### src/rtl/seq_divider.sv
`default_nettype none
// =============================================================================
// Module   : seq_divider
// Purpose  : Multi-cycle restoring integer divider, one quotient bit per clock.
//            Define SEQ_DIVIDER_SIGNED_EN for two's-complement operands.
// Revision : 1.0  initial release
// =============================================================================
module seq_divider #(
    parameter int WIDTH = 32
) (
    input  logic             clock,
    input  logic             reset_n,
    input  logic             start,
    input  logic [WIDTH-1:0] dividend,
    input  logic [WIDTH-1:0] divisor,
    output logic             busy,
    output logic             result_valid,
    output logic [WIDTH-1:0] quotient,
    output logic [WIDTH-1:0] remainder,
    output logic             div_zero
);

    localparam int CNT_W = $clog2(WIDTH);

    localparam logic [1:0] S_IDLE = 2'd0;
    localparam logic [1:0] S_RUN  = 2'd1;
    localparam logic [1:0] S_FIX  = 2'd2;
    localparam logic [1:0] S_DONE = 2'd3;

    logic [1:0]       state_q, state_d;
    logic [CNT_W-1:0] cnt_q, cnt_d;
    logic [WIDTH-1:0] dvd_q, dvd_d;
    logic [WIDTH-1:0] dvs_q, dvs_d;
    logic [WIDTH-1:0] rem_q, rem_d;
    logic             dz_q, dz_d;
    logic             busy_q, busy_d;
    logic             valid_q, valid_d;
    logic             div_zero_q, div_zero_d;
    logic [WIDTH-1:0] quotient_q, quotient_d;
    logic [WIDTH-1:0] remainder_q, remainder_d;

    logic             accept;
    logic [WIDTH:0]   part_rem;
    logic [WIDTH:0]   trial;
    logic             borrow;
    logic [WIDTH-1:0] dvd_mag;
    logic [WIDTH-1:0] dvs_mag;
    logic [WIDTH-1:0] res_quo;
    logic [WIDTH-1:0] res_rem;

    assign accept   = start && ((state_q == S_IDLE) || (state_q == S_DONE));
    // dvd_q doubles as the quotient shift register: dividend bits leave at the
    // top while quotient bits enter at the bottom.
    assign part_rem = {rem_q, dvd_q[WIDTH-1]};
    assign trial    = part_rem - {1'b0, dvs_q};
    assign borrow   = trial[WIDTH];

`ifdef SEQ_DIVIDER_SIGNED_EN
    logic q_neg_q, q_neg_d;
    logic r_neg_q, r_neg_d;

    assign dvd_mag = dividend[WIDTH-1] ? -dividend : dividend;
    assign dvs_mag = divisor[WIDTH-1]  ? -divisor  : divisor;
    // Most-negative / -1 falls out naturally: magnitude 2^(WIDTH-1) negates to itself.
    assign res_quo = q_neg_q ? -dvd_q : dvd_q;
    assign res_rem = r_neg_q ? -rem_q : rem_q;

    always_comb begin
        q_neg_d = q_neg_q;
        r_neg_d = r_neg_q;
        if (accept) begin
            q_neg_d = dividend[WIDTH-1] ^ divisor[WIDTH-1];
            r_neg_d = dividend[WIDTH-1];
        end
    end

    always_ff @(posedge clock or negedge reset_n) begin
        if (!reset_n) begin
            q_neg_q <= 1'b0;
            r_neg_q <= 1'b0;
        end else begin
            q_neg_q <= q_neg_d;
            r_neg_q <= r_neg_d;
        end
    end
`else
    assign dvd_mag = dividend;
    assign dvs_mag = divisor;
    assign res_quo = dvd_q;
    assign res_rem = rem_q;
`endif

    always_comb begin
        state_d     = state_q;
        cnt_d       = cnt_q;
        dvd_d       = dvd_q;
        dvs_d       = dvs_q;
        rem_d       = rem_q;
        dz_d        = dz_q;
        busy_d      = busy_q;
        valid_d     = valid_q;
        div_zero_d  = div_zero_q;
        quotient_d  = quotient_q;
        remainder_d = remainder_q;
        case (state_q)
            S_IDLE, S_DONE: begin
                if (accept) begin
                    busy_d     = 1'b1;
                    valid_d    = 1'b0;
                    div_zero_d = 1'b0;
                    if (divisor == '0) begin
                        // Raw dividend kept: it is returned unchanged as the remainder.
                        dz_d    = 1'b1;
                        dvd_d   = dividend;
                        state_d = S_FIX;
                    end else begin
                        dz_d    = 1'b0;
                        dvd_d   = dvd_mag;
                        dvs_d   = dvs_mag;
                        rem_d   = '0;
                        cnt_d   = CNT_W'(WIDTH - 1);
                        state_d = S_RUN;
                    end
                end
            end
            S_RUN: begin
                rem_d = borrow ? part_rem[WIDTH-1:0] : trial[WIDTH-1:0];
                dvd_d = {dvd_q[WIDTH-2:0], ~borrow};
                cnt_d = cnt_q - CNT_W'(1);
                if (cnt_q == '0) begin
                    state_d = S_FIX;
                end
            end
            S_FIX: begin
                if (dz_q) begin
                    quotient_d  = '1;
                    remainder_d = dvd_q;
                end else begin
                    quotient_d  = res_quo;
                    remainder_d = res_rem;
                end
                div_zero_d = dz_q;
                busy_d     = 1'b0;
                valid_d    = 1'b1;
                state_d    = S_DONE;
            end
            default: state_d = S_IDLE;
        endcase
    end

    always_ff @(posedge clock or negedge reset_n) begin
        if (!reset_n) begin
            state_q     <= S_IDLE;
            cnt_q       <= '0;
            dvd_q       <= '0;
            dvs_q       <= '0;
            rem_q       <= '0;
            dz_q        <= 1'b0;
            busy_q      <= 1'b0;
            valid_q     <= 1'b0;
            div_zero_q  <= 1'b0;
            quotient_q  <= '0;
            remainder_q <= '0;
        end else begin
            state_q     <= state_d;
            cnt_q       <= cnt_d;
            dvd_q       <= dvd_d;
            dvs_q       <= dvs_d;
            rem_q       <= rem_d;
            dz_q        <= dz_d;
            busy_q      <= busy_d;
            valid_q     <= valid_d;
            div_zero_q  <= div_zero_d;
            quotient_q  <= quotient_d;
            remainder_q <= remainder_d;
        end
    end

    assign busy         = busy_q;
    assign result_valid = valid_q;
    assign div_zero     = div_zero_q;
    assign quotient     = quotient_q;
    assign remainder    = remainder_q;

endmodule
`default_nettype wire

### config.mk
export PLATFORM = sky130hd
export DESIGN_NAME = seq_divider
export DESIGN_NICKNAME = d
export VERILOG_FILES = /design/src/rtl/seq_divider.sv
export SDC_FILE = /design/constraint.sdc
export NUM_CORES = 1
export LEC_CHECK = 0
export BUFFER_PORTS_ARGS = -buffer_cell sky130_fd_sc_hd__buf_2
export CORE_MARGIN = 10
export CORE_UTILIZATION = 27
export CTS_CLUSTER_SIZE = 25
export DETAILED_ROUTE_END_ITERATION = 7
export GPL_ROUTABILITY_DRIVEN = 0
export RECOVER_POWER = 50
export SLEW_MARGIN = 25
export SYNTH_ARGS = -nofsm -noshare
export SYNTH_HDL_FRONTEND = slang
export SYNTH_SLANG_ARGS = --single-unit
### constraint.sdc
create_clock -name clock -period 6.7 [get_ports clock]
set_input_delay 1.675 -clock clock [delete_from_list [all_inputs] [get_ports clock]]
set_output_delay 1.675 -clock clock [all_outputs]
set_load 0.1 [all_outputs]
==> results of run 1 <==
==> cell usage after synthesis, types with 7 or more instances <==
master / count
a21oi_1: 112
buf_1: 9
nand3_1: 10
o21ai_1: 27
mux2_2: 33
a21o_1: 22
inv_1: 44
ha_1: 36
dfrtp_1: 171
o21ai_0: 61
nor2_1: 122
nand4_1: 10
nor4_1: 9
xor2_1: 7
o21a_1: 8
nand2_1: 89
xnor2_1: 19
a31oi_1: 7
mux2i_1: 86
clkbuf_1: 42
==> through the flow <==
stage	area (sq um)	setup WS (ps)	util, %
4_1_cts	11110	2937	32.32
5_1_grt	11100	1955	32.28
3_3_place_gp	10490	2555	30.51
2_1_floorplan	9360	3244	-
3_5_place_dp	10490	2465	30.51
6_report	11100	2655	32.28
==> cells in the final DEF, fill, tap and decap left out, drive strengths merged, types with 22 or more instances in the layout <==
master / Yosys / layout
nor2: 122 / 122
ha: 36 / 36
a21oi: 113 / 113
inv: 44 / 45
a21o: 22 / 22
buf: 12 / 139
clkbuf: 42 / 23
mux2: 34 / 34
dfrtp: 171 / 171
nand2: 90 / 90
o21ai: 88 / 88
mux2i: 86 / 86
==> final timing paths <==
path                       cells past startpoint            end     from
hold reg to reg                                2           dz_q     dz_q
min in group asynchronous                      1   quotient[30]  reset_n
max in group clock                             4      dvd_q[27]    start
setup / recovery                               2       dvd_q[5]  reset_n
hold / removal                                 2           dz_q     dz_q
setup reg to reg                               3  remainder[26]     dz_q
==> logic make-up (layout without fill, tap and decap cells) <==
logic type      Yosys count  count (layout)
compound gates          272             272
simple gates            271             271
flops                   171             171
mux                     120             120
buf+inv                  98             219
fa+ha+maj                37              37
xor+xnor                 26              26
==> flip-flops by register name, indices dropped and copies added, names as in the netlist <==
register / flops
dvd_q: 32
dvs_q: 32
quotient: 32
rem_q: 32
remainder: 32
cnt_q: 5
state_q: 2
busy: 1
div_zero: 1
dz_q: 1
result_valid: 1
==> layer usage <==
layer | wire length, microns | global-route usage, % | up-vias
met1 | 13830 | 18.88 | 3617
met2 | 11780 | 19.09 | 191
met3 | 1394 | 2.273 | 18
li1 | - | - | 3704
met5 | 0 | 0 | -
met4 | 382 | 4.118 | 0
==> layout make-up <==
cell class                      instances  area share [%]
Sequential cell                       171           38.57
Timing Repair Buffer                  143           6.619
Inverter                               44           1.488
Clock buffer                           19           4.082
Tap cell                              455           5.130
Clock inverter                         13           1.511
Multi-Input combinational cell        726           42.60
==> reports/results.md, run 1 <==
| Result | Reported | Unit |
| --- | --- | --- |
| Result of the run | finished, violations left | - |
| Violated checks | max-capacitance violations, max-slew violations | - |
| Shortest period the worst path allows | 4045 | ps |
| Iteration-0 DRC Markers | 341 | - |
| Detailed-route vias per instance | 4.793 | - |
| Hold Violations, Final | 0 | - |
| Count of hold-fix buffers inserted at cts | 0 | - |
| Data required time at the worst endpoint | 6740 | ps |
| Synthesized-area fraction occupied by and/or/nand/nor cells | 12.46 | % |
| Number of flops mapped to enable cells by yosys | 0 | - |
| Synth-to-layout area growth | 18.55 | % |
| Share of cell area taken by muxes after synthesis | 13.29 | % |
| Largest fanout of any net on the critical path | 79 | - |
| Number of setup violations in the final report | 0 | - |
| Width of the die | 206.2 | microns |
| Remaining antenna violation count | 0 | - |
| Slew at the pin with the worst max-slew slack | 4002 | ps |
| Max-slew headroom | -166.8 | % |
| Number of clock sinks | 171 | - |
| Share of the yosys chip area belonging to registers | 45.72 | % |
| Wirelength per Cell | 17.44 | microns |
| HPWL reported at the end of detailed placement | 20320 | microns |
| Overflow left after global routing | 0 | - |
| Synthesized flop and latch total | 171 | - |
| Iteration count of the initial detailed-routing pass | 5 | - |
| Sequence of cells on the critical path | buf_6, clkbuf_1 | - |
| Total wire length after detailed routing | 27390 | microns |
| Share of the cycle needed by the critical path after routing | 60.37 | % |
| Total count of max-transition violations in the final report | 178 | - |
| Data arrival time of the critical path | 4080 | ps |
| Yosys top cell by area | dfrtp_1 | - |
| Master of the slowest instance on the critical path | clkbuf_1 | - |
| Antenna violations before repair | 0 | - |
| Fill count | 3613 | - |
| TritonCTS clock tree | built | - |
| Share of the synthesized area in compound gates (AO/OA/AOI/OAI) | 16.95 | % |
| Critical path type | input pin to asynchronous set/reset pin | - |
| Adder and majority cell fraction of the synthesized area | 5.026 | % |
| Worst slack on hold paths | 498.9 | ps |
| Later-pin clock latency in the skew report | 440 | ps |
| Std-Cell Rows | 68 | - |
| H-Tree Depth | 4 | - |
| Summed instance area of the synthesized netlist | 9360 | sq um |
| Cell type group with the largest total delay on the critical path | buffers and inverters | - |
| Register cell area after layout | 4280 | sq um |
| Cell Count, Final, Fillers Out | 1571 | - |
| Warnings, synthesis | 0 | - |
| Share of layout cells above drive strength 1 | 19.53 | % |
| Total setup buffers inserted after CTS | 0 | - |
| First-pass GRT wire length | 43300 | microns |
| Synthesized netlist cell count | 995 | - |
| Count of unresolved DRC violations after routing | 0 | - |
| Ys flop type | dfrtp_1 | - |
| RSZ-0062 raised after global routing | no | - |
| Gr usage total | 13.00 | % |
| Kind of launch point of the worst setup path | input pin | - |
| Area share of the leading cell type in the synthesized netlist | 45.72 | % |
| Die Y | 206.2 | microns |
| Share of synthesized registers carrying an async set or reset | 100.0 | % |
| Cell total after placement | 1539 | - |
| Count of cell types in the netlist | 60 | - |
| Count of maximum capacitance violations | 3 | - |
| Number of buffers added on ports | 133 | - |
| Post-cts gate resize count | 0 | - |
| Sum of negative setup slack | 0 | ps |
| Clock root cell | clkbuf_16 | - |
| Reg2Reg Setup Slack | 2770 | ps |
| Parity-gate share of the synthesized area counting xor and xnor cells | 2.433 | % |
| Net count of the finished layout | 1207 | - |
| Core area | 34370 | sq um |
| Total nets after synthesis | 1099 | - |
| Setup skew after layout | 9.478 | ps |
| Total Die Area | 42510 | sq um |
| Number of buffers created by CTS | 17 | - |
| Tightest Hold Check Type | register to register | - |
| Maximum clock frequency | 247.2 | MHz |
| Vias in the first global route | 7559 | - |
| Vias after detailed routing | 7530 | - |
| Largest family of logic cells by synthesized area | compound AO/OA/AOI/OAI gates | - |
| Count of buffer and inverter cells on the critical path | 2 | - |
| Maximum number of pins on one net before global-route repair | 85 | - |
| Clk slew on worst S/H paths | 70 | ps |
| Average cell area after synthesis | 9.407 | sq um |
| Starting density of the core | 27.23 | % |
| # IOs | 134 | - |
| Maximum clock insertion buffer count | 2 | - |
| Area of the multi-input gates | 4727 | sq um |
| Delay of the slowest cell on the worst path | 1790 | ps |
| ANT cells | 0 | - |
| Main area contributors after synthesis | dfrtp_1, mux2i_1, a21oi_1 | - |
| Crit path capture type | asynchronous set/reset pin | - |
Power of run 1 is left out: the tool's default activity adds up to more than one toggle a clock period on the data nets, which glitch-free logic cannot reach.
==> run 2: changes to the inputs <==
==> constraint.sdc (replaced) <==
create_clock -name clock -period 4.19 [get_ports clock]
set_input_delay 1.0475 -clock clock [delete_from_list [all_inputs] [get_ports clock]]
set_output_delay 1.0475 -clock clock [all_outputs]
set_load 0.1 [all_outputs]
==> reports/results.md, run 2 (synthesized netlist as in run 1, its figures left out) <==
| Result | Reported | Unit |
| --- | --- | --- |
| Result of the run | finished, violations left | - |
| Violated checks | max-capacitance violations, max-slew violations | - |
| Most common cell after layout, fill and taps aside | dfrtp_1 | - |
| Cell type group with the largest total delay on the critical path | adder cells | - |
| Reg2Reg Setup Slack | 640 | ps |
| Critical path type | register to register | - |
| Antenna violations before repair | 7 | - |
| Vias after detailed routing | 7506 | - |
| Start point of the worst min-delay path | dvs_q[5] | - |
| Wirelength per Cell | 17.12 | microns |
| Cell area reported after detailed placement | 10530 | sq um |
| Vias in the first global route | 7374 | - |
| Crit path capture type | register | - |
| Std-Cell Rows | 68 | - |
| Number of buffers created by CTS | 17 | - |
| Clock root cell | clkbuf_16 | - |
| Most used cells in the layout excluding fill and tap cells | dfrtp_1, buf_2, nor2_1 | - |
| # IOs | 134 | - |
| Shortest period the worst path allows | 3546 | ps |
| Launch point of the worst reg-to-reg path | state_q[0] | - |
| Master of the slowest instance on the critical path | ha_1 | - |
| Setup skew after layout | 4.950 | ps |
| Total setup buffers inserted after CTS | 0 | - |
| Cell total after placement | 1542 | - |
| Later-pin clock latency in the skew report | 440 | ps |
| Maximum clock frequency | 282.0 | MHz |
| Width of the die | 206.2 | microns |
| Total wire length after detailed routing | 27020 | microns |
| Count of unresolved DRC violations after routing | 0 | - |
| Cell Count, Final, Fillers Out | 1578 | - |
| Register-to-Register Path Depth | 5 | - |
| Iteration count of the initial detailed-routing pass | 5 | - |
| Count of maximum capacitance violations | 2 | - |
| Total count of max-transition violations in the final report | 152 | - |
| Iteration-0 DRC Markers | 435 | - |
| Gr usage total | 12.67 | % |
| Data arrival time of the critical path | 3910 | ps |
| Remaining antenna violation count | 0 | - |
| Detailed-route vias per instance | 4.757 | - |
| Slew at the pin with the worst max-slew slack | 2325 | ps |
| Starting density of the core | 27.23 | % |
| RSZ-0062 raised after global routing | no | - |
| Data required time at the worst endpoint | 4550 | ps |
| Core area | 34370 | sq um |
| Die Y | 206.2 | microns |
| Largest fanout of any net on the critical path | 67 | - |
| Critical path startpoint | state_q[0] | - |
| Count of buffer and inverter cells on the critical path | 2 | - |
| Share of the cycle needed by the critical path after routing | 84.62 | % |
| First-pass GRT wire length | 42300 | microns |
| Hold Violations, Final | 0 | - |
| Sum of negative setup slack | 0 | ps |
| Critical path endpoint | remainder[10] | - |
| End of the worst register-to-register path | remainder[10] | - |
| Number of buffers added on ports | 133 | - |
| Delay of the slowest cell on the worst path | 1730 | ps |
| HPWL reported at the end of detailed placement | 20400 | microns |
| Count of hold-fix buffers inserted at cts | 0 | - |
| Maximum number of pins on one net before global-route repair | 85 | - |
| Overflow left after global routing | 0 | - |
| Net count of the finished layout | 1210 | - |
| Tightest Hold Check Type | register to register | - |
| Synth-to-layout area growth | 18.38 | % |
| Share of layout cells above drive strength 1 | 19.68 | % |
| Clk slew on worst S/H paths | 70 | ps |
| H-Tree Depth | 4 | - |
| TritonCTS clock tree | built | - |
| Final cell area excluding filler cells | 11080 | sq um |
| Number of clock sinks | 171 | - |
| Critical path depth | 5 | - |
| Number of setup violations in the final report | 0 | - |
| Kind of launch point of the worst setup path | register | - |
| Post-cts gate resize count | 0 | - |
| Total Die Area | 42510 | sq um |
| Sequence of cells on the critical path | inv_1, ha_1, clkbuf_1, nor2_1, a21oi_1 | - |
| Maximum clock insertion buffer count | 2 | - |
| Max-slew headroom | -55.02 | % |
[run 2: cell types whose count changed in the layout (fill, tap and decap cells not counted), sizes merged]
cell / delta
inv: +2
clkbuf: -2
diode: +5
clkinv: -1
bufinv: -1
clkinvlp: +1
buf: +3
[run 2: layout make-up]
class	instances	area, sq um
fillers	3642	23290
well taps	455	569.3
diodes	5	12.51
clock inverters	14	146.4
clock buffers	17	425.4
repair buffers	146	764.5
flip-flops and latches	171	4283
inverters	44	165.2
multi-input cells	726	4715
[run 2: worst min path at each step]
stage | endpoint | slack [ps] | depth (start not counted)
4_1_cts | dvs_q[24] | 510 | 1
3_5_place_dp | dvs_q[24] | 490 | 1
3_3_place_gp | dvs_q[5] | 490 | 1
5_1_grt | cnt_q[0] | 530 | 1
2_1_floorplan | cnt_q[0] | 460 | 1
6_report | dvs_q[5] | 510 | 1
[run 2: stage by stage]
stage	setup WS [ps]	hold WS (ps)	util [%]
finish	644.4	506.0	32.24
global route	341.6	528.8	32.21
CTS	752.1	509.0	32.29
detailed placement	781.1	493.6	30.62
global placement	773.5	489.5	30.62
floorplan	1147	462.4	-
[run 2: routing by layer]
layer  vias to the layer above  track usage, %  share of wire (%)
li1                       3739               -                  -
met5                         -               0               0.15
met4                         6           3.127               0.96
met1                      3589           17.83                 50
met2                       151           18.94                 44
met3                        21           3.260                5.6
Power of run 2 is left out for the same reason.
==> run 3: changes to the inputs <==
--- a/config.mk
+++ b/config.mk
@@ -5,6 +5,7 @@
 export SDC_FILE = /design/constraint.sdc
 export NUM_CORES = 1
 export LEC_CHECK = 0
+export ABC_AREA = 1
 export BUFFER_PORTS_ARGS = -buffer_cell sky130_fd_sc_hd__buf_2
 export CORE_MARGIN = 10
 export CORE_UTILIZATION = 27
==> constraint.sdc (replaced) <==
create_clock -name clock -period 2.9 [get_ports clock]
set_input_delay 0.725 -clock clock [delete_from_list [all_inputs] [get_ports clock]]
set_output_delay 0.725 -clock clock [all_outputs]
set_load 0.1 [all_outputs]
==> reports/results.md, run 3 <==
| Result | Reported | Unit |
| --- | --- | --- |
| Result of the run | complete, no violations | - |
| Net count of the finished layout | 1684 | - |
| TritonCTS clock tree | built | - |
| Iteration count of the initial detailed-routing pass | 7 | - |
| Maximum clock frequency | 385.8 | MHz |
| Main area contributors after synthesis | dfrtp_1, nand2_1, inv_1 | - |
| Cell area reported after detailed placement | 11410 | sq um |
| Hold Path End | remainder[7] | - |
| Number of flops mapped to enable cells by yosys | 0 | - |
| Remaining antenna violation count | 0 | - |
| Synth-to-layout area growth | 17.83 | % |
| Max-slew headroom | 5.585 | % |
| Critical path type | register to register | - |
| Yosys top cell by area | dfrtp_1 | - |
| Average cell area after synthesis | 6.947 | sq um |
| Register-to-Register Path Depth | 18 | - |
| Kind of launch point of the worst setup path | register | - |
| Number of buffers added on ports | 133 | - |
| Die Y | 213.6 | microns |
| Most instantiated library cell after synthesis | nand2_1 | - |
| Maximum number of pins on one net before global-route repair | 66 | - |
| Maximum ir drop on the vdd rail | 0.7212 | mV |
| Synthesized netlist cell count | 1456 | - |
| Setup skew after layout | 7.673 | ps |
| Vias in the first global route | 8953 | - |
| # IOs | 134 | - |
| Tightest Hold Check Type | register to register | - |
| Number of setup violations in the final report | 0 | - |
| Number of buffers created by CTS | 17 | - |
| Iteration-0 DRC Markers | 750 | - |
| Area share of the leading cell type in the synthesized netlist | 42.31 | % |
| End of the worst register-to-register path | rem_q[25] | - |
| Total setup buffers inserted after CTS | 0 | - |
| Std-Cell Rows | 70 | - |
| Clock root cell | clkbuf_16 | - |
| ANT cells | 0 | - |
| Reg2Reg Setup Slack | 310 | ps |
| Depth of the worst hold-timing path | 2 | - |
| Total Die Area | 45600 | sq um |
| Number of clock sinks | 171 | - |
| Leakage dissipation | 6.316 | nW |
| Share of layout cells above drive strength 1 | 13.32 | % |
| P per Cell Area | 1168 | nW/um^2 |
| Synthesized flop and latch total | 171 | - |
| Total count of max-transition violations in the final report | 0 | - |
| Maximum clock insertion buffer count | 2 | - |
| Largest fanout of any net on the critical path | 6 | - |
| Gr usage total | 13.58 | % |
| Data required time at the worst endpoint | 3260 | ps |
| Warnings, synthesis | 0 | - |
| Share of the yosys chip area belonging to registers | 42.31 | % |
| H-Tree Depth | 4 | - |
| Core area | 36790 | sq um |
| Later-pin clock latency in the skew report | 430 | ps |
| Clk slew on worst S/H paths | 70 | ps |
| Leading post-synthesis cells by instance count | nand2_1, inv_1, dfrtp_1 | - |
| Start point of the worst min-delay path | remainder[7] | - |
| Width of the die | 213.6 | microns |
| Share of synthesized registers carrying an async set or reset | 100.0 | % |
| First-pass GRT wire length | 49210 | microns |
| Wirelength per Cell | 15.12 | microns |
| Count of cell types in the netlist | 35 | - |
| Post-cts gate resize count | 0 | - |
| Launch point of the worst reg-to-reg path | dvd_q[31] | - |
| Vias after detailed routing | 9335 | - |
| Total nets after synthesis | 1560 | - |
| Count of unresolved DRC violations after routing | 0 | - |
| RSZ-0062 raised after global routing | no | - |
| Slew at the pin with the worst max-slew slack | 1416 | ps |
| Shortest period the worst path allows | 2592 | ps |
| Detailed-route vias per instance | 4.532 | - |
| Overflow left after global routing | 0 | - |
| Final cell area excluding filler cells | 11920 | sq um |
| Count of hold-fix buffers inserted at cts | 0 | - |
| Data arrival time of the critical path | 2960 | ps |
| HPWL reported at the end of detailed placement | 24430 | microns |
| Ys flop type | dfrtp_1 | - |
| Starting density of the core | 27.50 | % |
| Share of the cycle needed by the critical path after routing | 89.38 | % |
| Fill count | 3985 | - |
| Summed instance area of the synthesized netlist | 10110 | sq um |
| Antenna violations before repair | 1 | - |
| Most used cells in the layout excluding fill and tap cells | nand2_1, inv_1, dfrtp_1 | - |
| Count of maximum capacitance violations | 0 | - |
| Crit path capture type | register | - |
| Total wire length after detailed routing | 31150 | microns |
| Sum of negative setup slack | 0 | ps |
| Most common cell after layout, fill and taps aside | nand2_1 | - |
| Hold Violations, Final | 0 | - |
## run 3: cell count changes after synthesis, moves of 21 or more
cell,change
nand3_1,+46
inv_1,+191
mux2i_1,-86
a21oi_1,-62
mux2_2,-33
o21ai_0,+72
nand2_1,+401
o211ai_1,+26
o21ai_1,-24
a21o_1,-21
## run 3: cell type report
class                      count  area, sq um  share of cell area, %
clock buffer                  20        446.7                  3.748
clock inverter                11        88.84                 0.7454
inverter                     240        900.9                  7.559
multi-input combinational    994         4708                  39.51
sequential                   171         4279                  35.91
tap                          468        585.6                  4.913
timing repair buffer         156        908.4                  7.622
## run 3: power breakdown
part           switching [W]  total (W)  internal, W
Combinational        0.00628    0.00801      0.00173
Clock                0.00103    0.00216      0.00113
Sequential          0.000459    0.00375      0.00329
Total                0.00777     0.0139      0.00615
## run 3: layer usage
layer,vias up,GRT usage (%),wire [microns]
met3,23,3.402,1986
met2,251,21.57,14270
met5,-,0,13
met4,2,2.469,321
li1,4752,-,-
met1,4307,18.45,14560
## run 3: worst max path at each step
stage / endpoint / slack (ps) / cells past startpoint / start
global route: rem_q[31] / 80 / 17 / dvd_q[31]
CTS: rem_q[25] / 290 / 18 / dvd_q[31]
finish: rem_q[25] / 310 / 18 / dvd_q[31]
global placement: cnt_q[1] / 50 / 10 / divisor[25]
detailed placement: cnt_q[1] / 40 / 10 / divisor[31]
floorplan: rem_q[2] / 660 / 17 / dvd_q[31]
## run 3: kinds of logic (layout without fill, tap and decap cells)
group	Yosys count	count (layout)	synth area share (%)
xor gates and xnor gates	15	15	1.299
buffers and inverters	291	427	11.24
AOI/OAI and AO/OA	224	224	12.00
and+or+nand+nor	718	718	28.50
adders and majority gates	37	37	4.651
DFF	171	171	42.31
## run 3: stage by stage
| step | setup slack [ps] | util, % | total power, W | hold WS (ps) | std cells |
|---|---|---|---|---|---|
| floorplan | 660.5 | - | 0.009906 | 429.4 | 1456 |
| global placement | 51.48 | 31.01 | 0.01180 | 463.9 | 2029 |
| detailed placement | 42.47 | 31.01 | 0.01188 | 469.1 | 2029 |
| CTS | 292.3 | 32.47 | 0.01408 | 266.4 | 2060 |
| global route | 79.52 | 32.40 | 0.01494 | 505.5 | 2060 |
| finish | 307.9 | 32.40 | 0.01392 | 477.8 | 2060 |
## run 3: critical path, stage by stage, from the launching register on
cell and delay (ps):
dfrtp_1 380, inv_1 100, ha_1 180, inv_1 100, fa_1 420, nand2_1 80
nand2_1 90, nand3_1 130, nand2_2 70, nand2_1 60, nand2_1 110, nand2_2 120
nand2_2 60, nand2_1 80, nand2_2 120, buf_4 180, nand2_1 50, nand3_1 90
nand2_1 100
Power figures use the tool's default switching activity.
